**src/rtl/tdc_capture_framer.sv**
```systemverilog
// Multi-channel start/stop interval timer that packs each captured interval into a byte frame for a UART.
// Optional build macro TDC_FRAME_CHECKSUM_EN appends an XOR checksum byte to every frame.
module tdc_capture_framer #(
  parameter int N_CH    = 4,
  parameter int COUNT_W = 16
) (
  input  logic            clk,
  input  logic            rst,
  input  logic [N_CH-1:0] start,
  input  logic [N_CH-1:0] stop,
  output logic [7:0]      axi_data,
  output logic            axi_valid,
  input  logic            axi_ready,
  output logic [N_CH-1:0] busy
);

  localparam int NB = COUNT_W / 8;
`ifdef TDC_FRAME_CHECKSUM_EN
  localparam int LAST_IDX = NB + 1;
`else
  localparam int LAST_IDX = NB;
`endif
  localparam int IDX_W = $clog2(LAST_IDX + 1);
  localparam int CH_W  = (N_CH > 1) ? $clog2(N_CH) : 1;

  typedef enum logic [1:0] {ST_IDLE = 2'd0, ST_COUNT = 2'd1, ST_PEND = 2'd2} state_t;

  logic [N_CH-1:0]         r_start_s1, r_start_s2, r_start_d;
  logic [N_CH-1:0]         r_stop_s1, r_stop_s2, r_stop_d;
  logic [1:0]              r_warm;
  logic                    w_armed;
  logic [N_CH-1:0]         w_start_det, w_stop_det, w_pend, w_ovf, w_release;
  logic [N_CH*COUNT_W-1:0] w_cnt_flat;

  // Edges stay masked until every synchronizer stage holds a post-reset sample,
  // so a level held high across reset release is not mistaken for an edge.
  assign w_armed     = (r_warm == 2'd3);
  assign w_start_det = r_start_s2 & ~r_start_d & {N_CH{w_armed}};
  assign w_stop_det  = r_stop_s2 & ~r_stop_d & {N_CH{w_armed}};

  always_ff @(posedge clk or posedge rst) begin
    if (rst) begin
      r_start_s1 <= '0;
      r_start_s2 <= '0;
      r_start_d  <= '0;
      r_stop_s1  <= '0;
      r_stop_s2  <= '0;
      r_stop_d   <= '0;
      r_warm     <= 2'd0;
    end else begin
      r_start_s1 <= start;
      r_start_s2 <= r_start_s1;
      r_start_d  <= r_start_s2;
      r_stop_s1  <= stop;
      r_stop_s2  <= r_stop_s1;
      r_stop_d   <= r_stop_s2;
      if (!w_armed) r_warm <= r_warm + 2'd1;
    end
  end

  genvar gi;
  generate
    for (gi = 0; gi < N_CH; gi++) begin : g_ch
      state_t             r_state, w_state_next;
      logic [COUNT_W-1:0] r_cnt;
      logic               r_ovf;

      always_comb begin
        w_state_next = r_state;
        case (r_state)
          ST_IDLE:  if (w_start_det[gi]) w_state_next = ST_COUNT;
          ST_COUNT: if (w_stop_det[gi])  w_state_next = ST_PEND;
          ST_PEND:  if (w_release[gi])   w_state_next = ST_IDLE;
          default:  w_state_next = ST_IDLE;
        endcase
      end

      // The counter also advances in the stop cycle, so the held value equals
      // the distance from start-detect to stop-detect.
      always_ff @(posedge clk or posedge rst) begin
        if (rst) begin
          r_state <= ST_IDLE;
          r_cnt   <= '0;
          r_ovf   <= 1'b0;
        end else begin
          r_state <= w_state_next;
          if (r_state == ST_IDLE && w_start_det[gi]) begin
            r_cnt <= '0;
            r_ovf <= 1'b0;
          end else if (r_state == ST_COUNT) begin
            if (r_cnt == '1) r_ovf <= 1'b1;
            else             r_cnt <= r_cnt + 1'b1;
          end
        end
      end

      assign busy[gi]                           = (r_state != ST_IDLE);
      assign w_pend[gi]                         = (r_state == ST_PEND);
      assign w_ovf[gi]                          = r_ovf;
      assign w_cnt_flat[gi*COUNT_W +: COUNT_W]  = r_cnt;
    end
  endgenerate

  logic               r_valid;
  logic [7:0]         r_data;
  logic [CH_W-1:0]    r_sel, r_rr_ptr;
  logic [IDX_W-1:0]   r_idx;
`ifdef TDC_FRAME_CHECKSUM_EN
  logic [7:0]         r_csum;
`endif
  logic               w_found, w_found_hi, w_found_lo;
  logic [CH_W-1:0]    w_pick, w_pick_hi, w_pick_lo;
  logic               w_pick_ovf;
  logic [COUNT_W-1:0] w_sel_cnt;
  logic [IDX_W-1:0]   w_next_idx;
  logic [7:0]         w_next_byte;
  logic               w_accept, w_last;

  // Round robin: lowest pending channel at or above the pointer, else lowest overall.
  always_comb begin
    w_found_hi = 1'b0;
    w_found_lo = 1'b0;
    w_pick_hi  = '0;
    w_pick_lo  = '0;
    for (int m = N_CH - 1; m >= 0; m--) begin
      if (w_pend[m]) begin
        w_found_lo = 1'b1;
        w_pick_lo  = CH_W'(m);
        if (CH_W'(m) >= r_rr_ptr) begin
          w_found_hi = 1'b1;
          w_pick_hi  = CH_W'(m);
        end
      end
    end
    w_found = w_found_lo;
    w_pick  = w_found_hi ? w_pick_hi : w_pick_lo;
  end

  always_comb begin
    w_pick_ovf = 1'b0;
    w_sel_cnt  = '0;
    w_release  = '0;
    for (int k = 0; k < N_CH; k++) begin
      if (w_pick == CH_W'(k)) w_pick_ovf = w_ovf[k];
      if (r_sel == CH_W'(k)) begin
        w_sel_cnt    = w_cnt_flat[k*COUNT_W +: COUNT_W];
        w_release[k] = w_accept & w_last;
      end
    end
  end

  assign w_accept   = r_valid & axi_ready;
  assign w_last     = (r_idx == IDX_W'(LAST_IDX));
  assign w_next_idx = r_idx + 1'b1;

  always_comb begin
    w_next_byte = 8'h00;
    for (int b = 0; b < NB; b++) begin
      if (w_next_idx == IDX_W'(b + 1)) w_next_byte = w_sel_cnt[(NB-1-b)*8 +: 8];
    end
`ifdef TDC_FRAME_CHECKSUM_EN
    if (w_next_idx == IDX_W'(NB + 1)) w_next_byte = r_csum ^ r_data;
`endif
  end

  always_ff @(posedge clk or posedge rst) begin
    if (rst) begin
      r_valid  <= 1'b0;
      r_data   <= 8'h00;
      r_sel    <= '0;
      r_rr_ptr <= '0;
      r_idx    <= '0;
`ifdef TDC_FRAME_CHECKSUM_EN
      r_csum   <= 8'h00;
`endif
    end else if (!r_valid) begin
      if (w_found) begin
        r_valid <= 1'b1;
        r_sel   <= w_pick;
        r_idx   <= '0;
        r_data  <= {1'b1, w_pick_ovf, 6'(w_pick)};
`ifdef TDC_FRAME_CHECKSUM_EN
        r_csum  <= 8'h00;
`endif
      end
    end else if (w_accept) begin
      if (w_last) begin
        r_valid  <= 1'b0;
        r_data   <= 8'h00;
        r_rr_ptr <= (r_sel == CH_W'(N_CH - 1)) ? '0 : r_sel + 1'b1;
      end else begin
        r_idx  <= w_next_idx;
        r_data <= w_next_byte;
`ifdef TDC_FRAME_CHECKSUM_EN
        r_csum <= r_csum ^ r_data;
`endif
      end
    end
  end

  assign axi_valid = r_valid;
  assign axi_data  = r_data;

endmodule

```
**config.mk**
```make
export PLATFORM = sky130hd
export DESIGN_NAME = tdc_capture_framer
export DESIGN_NICKNAME = d
export VERILOG_FILES = /design/src/rtl/tdc_capture_framer.sv
export SDC_FILE = /design/constraint.sdc
export NUM_CORES = 1
export LEC_CHECK = 0
export ABC_AREA = 1
export BUFFER_PORTS_ARGS = -buffer_cell sky130_fd_sc_hd__buf_4
export CAP_MARGIN = 10
export CORE_MARGIN = 2
export CORE_UTILIZATION = 40
export DETAILED_ROUTE_END_ITERATION = 10
export GPL_ROUTABILITY_DRIVEN = 0
export GPL_TIMING_DRIVEN = 1
export PLACE_DENSITY_LB_ADDON = 0.15
export SKIP_LAST_GASP = 1
export SLEW_MARGIN = 20
export SYNTH_ARGS = -nofsm -noshare
export SYNTH_HDL_FRONTEND = slang
export SYNTH_SLANG_ARGS = --single-unit
```
**constraint.sdc**
```tcl
create_clock -name clk -period 7.68 [get_ports clk]
set_input_delay 0.768 -clock clk [delete_from_list [all_inputs] [get_ports clk]]
set_output_delay 0.768 -clock clk [all_outputs]
set_load 0.01 [all_outputs]
```
==> summary.txt <==
Critical path
  • Critical path endpoint: g_ch[1].r_cnt[15]$_DFFE_PP0P_
  • Kind of critical path: reg2reg
  • Worst Setup Start Kind: register
  • CP arrival: between 2000 and 3000 ps
  • Reg-to-reg slack, setup: ~5300 ps
  • Maximum net fanout on the critical path: 11
  • Critical Path RT: 7980 ps
  • Setup crit start: g_ch[1].r_cnt[0]$_DFFE_PP0P_
  • Worst flop-to-flop path startpoint: g_ch[1].r_cnt[0]$_DFFE_PP0P_
  • Crit Reg-Reg Endpoint: g_ch[1].r_cnt[15]$_DFFE_PP0P_
  • Worst reg-to-reg path cell count: 10
  • CP Capture Type: register

Global route
  • Total GRT Usage: a little over a fifth
  • Largest net degree at the start of global routing: between 60 and 70
  • Met2 usage: ~31%
  • Initial antenna violation count: 0
  • Number of global-route vias before repair: ~5400
  • Met3 Use GR: 3.98%
  • M1 GR Usage: about 32%
  • Top Usage Layer GRT: met1
  • First-pass GRT wire length: roughly 28 mm
  • Total gr overflow: 0

Yosys
  • Post-Syn Area: around 6500 µm²
  • Synth area leader: dfrtp_1
  • Ys Warns: 0
  • Cell variety after synth: 37
  • Post-synth EDFFs: 0
  • Syn Area/Cell: about 7.7 µm²
  • Count leader, synth: nand2_1
  • Post-synth top cells: nand2_1 (193), dfrtp_1 (117), inv_1 (91)
  • Async SR Flop Fraction: between 90% and 100%
  • Synth top area share: between 40% and 50%
  • Ys flop type: dfrtp_1
  • Yosys reg bits: 117
  • Ranking of synthesized cells by area: dfrtp_1 (45%), nand2_1 (11%), o21ai_0 (6.1%)
  • Syn nets: ~860
  • Synth Instances: ~840
  • Sequential fraction of the synthesis area: 45.3%

Clock network
  • Clock H-tree levels: 4
  • Setup Buffers After CTS: 0
  • Clock root buffer: clkbuf_16
  • Clock slew at reported path FFs: approximately 60 ps
  • Max Buffers Root-to-Sink: 2
  • Hold Buf Count CTS: 0
  • CTS sink cnt: ~120
  • Worst skew pair latency: between 400 and 500 ps
  • Post-CTS sizing: 0
  • Cts bufs inserted: 17
  • CTS tree: built

STA
  • RSZ-0062 raised after global routing: false
  • Fin crit share: a little under a third
  • Max-slew headroom: 44.8%
  • Fmax: approximately 420 MHz
  • Final slew viol count: 0
  • Clock Skew: 10.4 ps
  • # setup viols final: 0
  • Worst-margin pin slew: between 800 and 900 ps
  • Hold Violations, Final: 0
  • Min Tclk post-route: 2400 ps
  • Setup_tns: 0 ps

Routing
  • DR WL/cell: roughly 16 µm
  • Final antenna-violating net count: 0
  • Drt initial violations: 410
  • Final wirelength: between 15 and 20 mm
  • DRC: 0
  • DR vias/cell: between 5 and 6
  • Via Count: 5771
  • Drt pass-1 iters: 5

Floorplan
  • Initial core utilization: approximately two fifths
  • Core footprint: around 16000 µm²
  • Die X: 131 µm
  • Die Ht: around 130 µm
  • FP Rows: 46
  • Ports: 24
  • Die area: around 17000 µm²

Power
  • Sequential fraction of design power: ~34%
  • Total power per unit cell area: around 310 nW/µm²
  • Internal: 1390 µW
  • VDD IR max: ~160 µV
  • Clk pwr share: between 30% and 40%
  • Switching share of power: 40.0%
  • Static Leakage: 0.00319 µW
  • P_sw: roughly 930 µW
  • Comb pwr share: about a third

Cells and area
  • Final instance area: between 7000 and 8000 µm²
  • Register area: 2930 µm²
  • Layout area overhead: 14.7%
  • Finished Layout Cells: ~1100
  • Ant. Diodes: 0
  • Fraction of layout cells with a size suffix above 1: around a tenth
  • Fill cell count: ~1600
  • Nets@finish: 887
  • Multi-input logic area: between 3000 and 4000 µm²

Flow run
  • Max-cap viol count: 0

Placement
  • DP HPWL: between 10 and 15 mm
  • Placed insts: between 1000 and 1500
  • Placed cell areas: around 6800 µm²
  • Port bufs: 23

Outcome
  • Status: completed

Min path
  • Worst hold path class: reg2reg
  • Worst hold start: r_stop_s1[1]$_DFF_PP0_
[registers in the layout, summed over array words and instances (netlist names), 2 cells and up]
register,cells
axi_data,8
r_stop_s2,4
r_idx,2
r_rr_ptr,2
g_ch.r_cnt,64
r_warm,2
r_start_s1,4
g_ch.r_ovf,4
r_sel,2
r_stop_d,4
r_start_d,4
r_start_s2,4
r_stop_s1,4
g_ch.r_state,8
[final cells by class]
| type | count | share of cell area [%] |
|---|---|---|
| clock buffer | 18 | 5.79 |
| clock inverter | 14 | 1.92 |
| inverter | 95 | 4.84 |
| multi-input combinational | 609 | 41.9 |
| sequential | 117 | 39.5 |
| tap | 216 | 3.65 |
| timing repair buffer | 24 | 2.43 |
[critical path, stage by stage, from the launching register on]
cell	delay (ps)
dfrtp_1	470
ha_1	210
nand2_1	100
nor3_2	220
nand2_1	130
nor2_1	170
nand2_2	170
nand2_2	200
nand2_1	280
inv_1	240
o21ai_0	110
[routing by layer]
metal  vias to the layer above  wire length (µm)
li1                       2857                 -
met1                      2700              8410
met2                       189              7490
met3                        25              1090
met4                         0               348
met5                         -                 0
[worst min-delay path by stage]
stage	endpoint	slack, ps	cells after the start
floorplan	r_start_s2[0]$_DFF_PP0_	330	0
global placement	r_start_s2[2]$_DFF_PP0_	330	0
detailed placement	r_stop_s2[1]$_DFF_PP0_	340	0
CTS	r_stop_s2[1]$_DFF_PP0_	350	0
global route	r_stop_s2[0]$_DFF_PP0_	350	0
finish	r_stop_s2[1]$_DFF_PP0_	350	0
[metrics by stage]
| step | util, % | hold WS (ps) | worst slack (ps) | power [µW] |
|---|---|---|---|---|
| final | 46.8 | 349 | 5280 | 2320 |
| after global routing | 46.8 | 354 | 5020 | 2480 |
| after CTS | 46.8 | 350 | 5300 | 2320 |
| after detailed placement | 43.2 | 336 | 5310 | 1550 |
| after global placement | 43.2 | 335 | 5330 | 1560 |
| after floorplan | - | 331 | 3810 | 1310 |
[layout by cell type, fill, tap and decap left out, drive strengths merged, types with 3 or more instances in the layout]
cell,instances
nand2,199
clkinv,5
o31ai,13
a31o,4
nor3,27
clkinvlp,3
xor2,22
nand4,20
nor4,3
buf,24
a22oi,7
inv,100
o22ai,4
o21ai,88
nand3,59
clkbuf,18
ha,12
dfrtp,117
nor2,80
or2,3
a21oi,52
o211ai,6
[power groups by stage]
| stage | logic (µW) | registers, µW | clock network, µW |
|---|---|---|---|
| floorplan | 535 | 779 | 0 |
| CTS | 763 | 783 | 779 |
| detailed placement | 757 | 792 | 0 |
| global placement | 762 | 793 | 0 |
| finish | 765 | 783 | 770 |
| global route | 873 | 795 | 814 |
[kinds of logic after synthesis]
kind of cell / Yosys count / synth area share [%]
buffers and inverters: 112 / 6.64
adders and majority gates: 12 / 2.32
xor gates and xnor gates: 24 / 3.25
AOI/OAI and AO/OA: 178 / 15.8
and+or+nand+nor: 395 / 26.6
DFF: 117 / 45.3
Note: power is estimated with default switching activity, not from simulation.
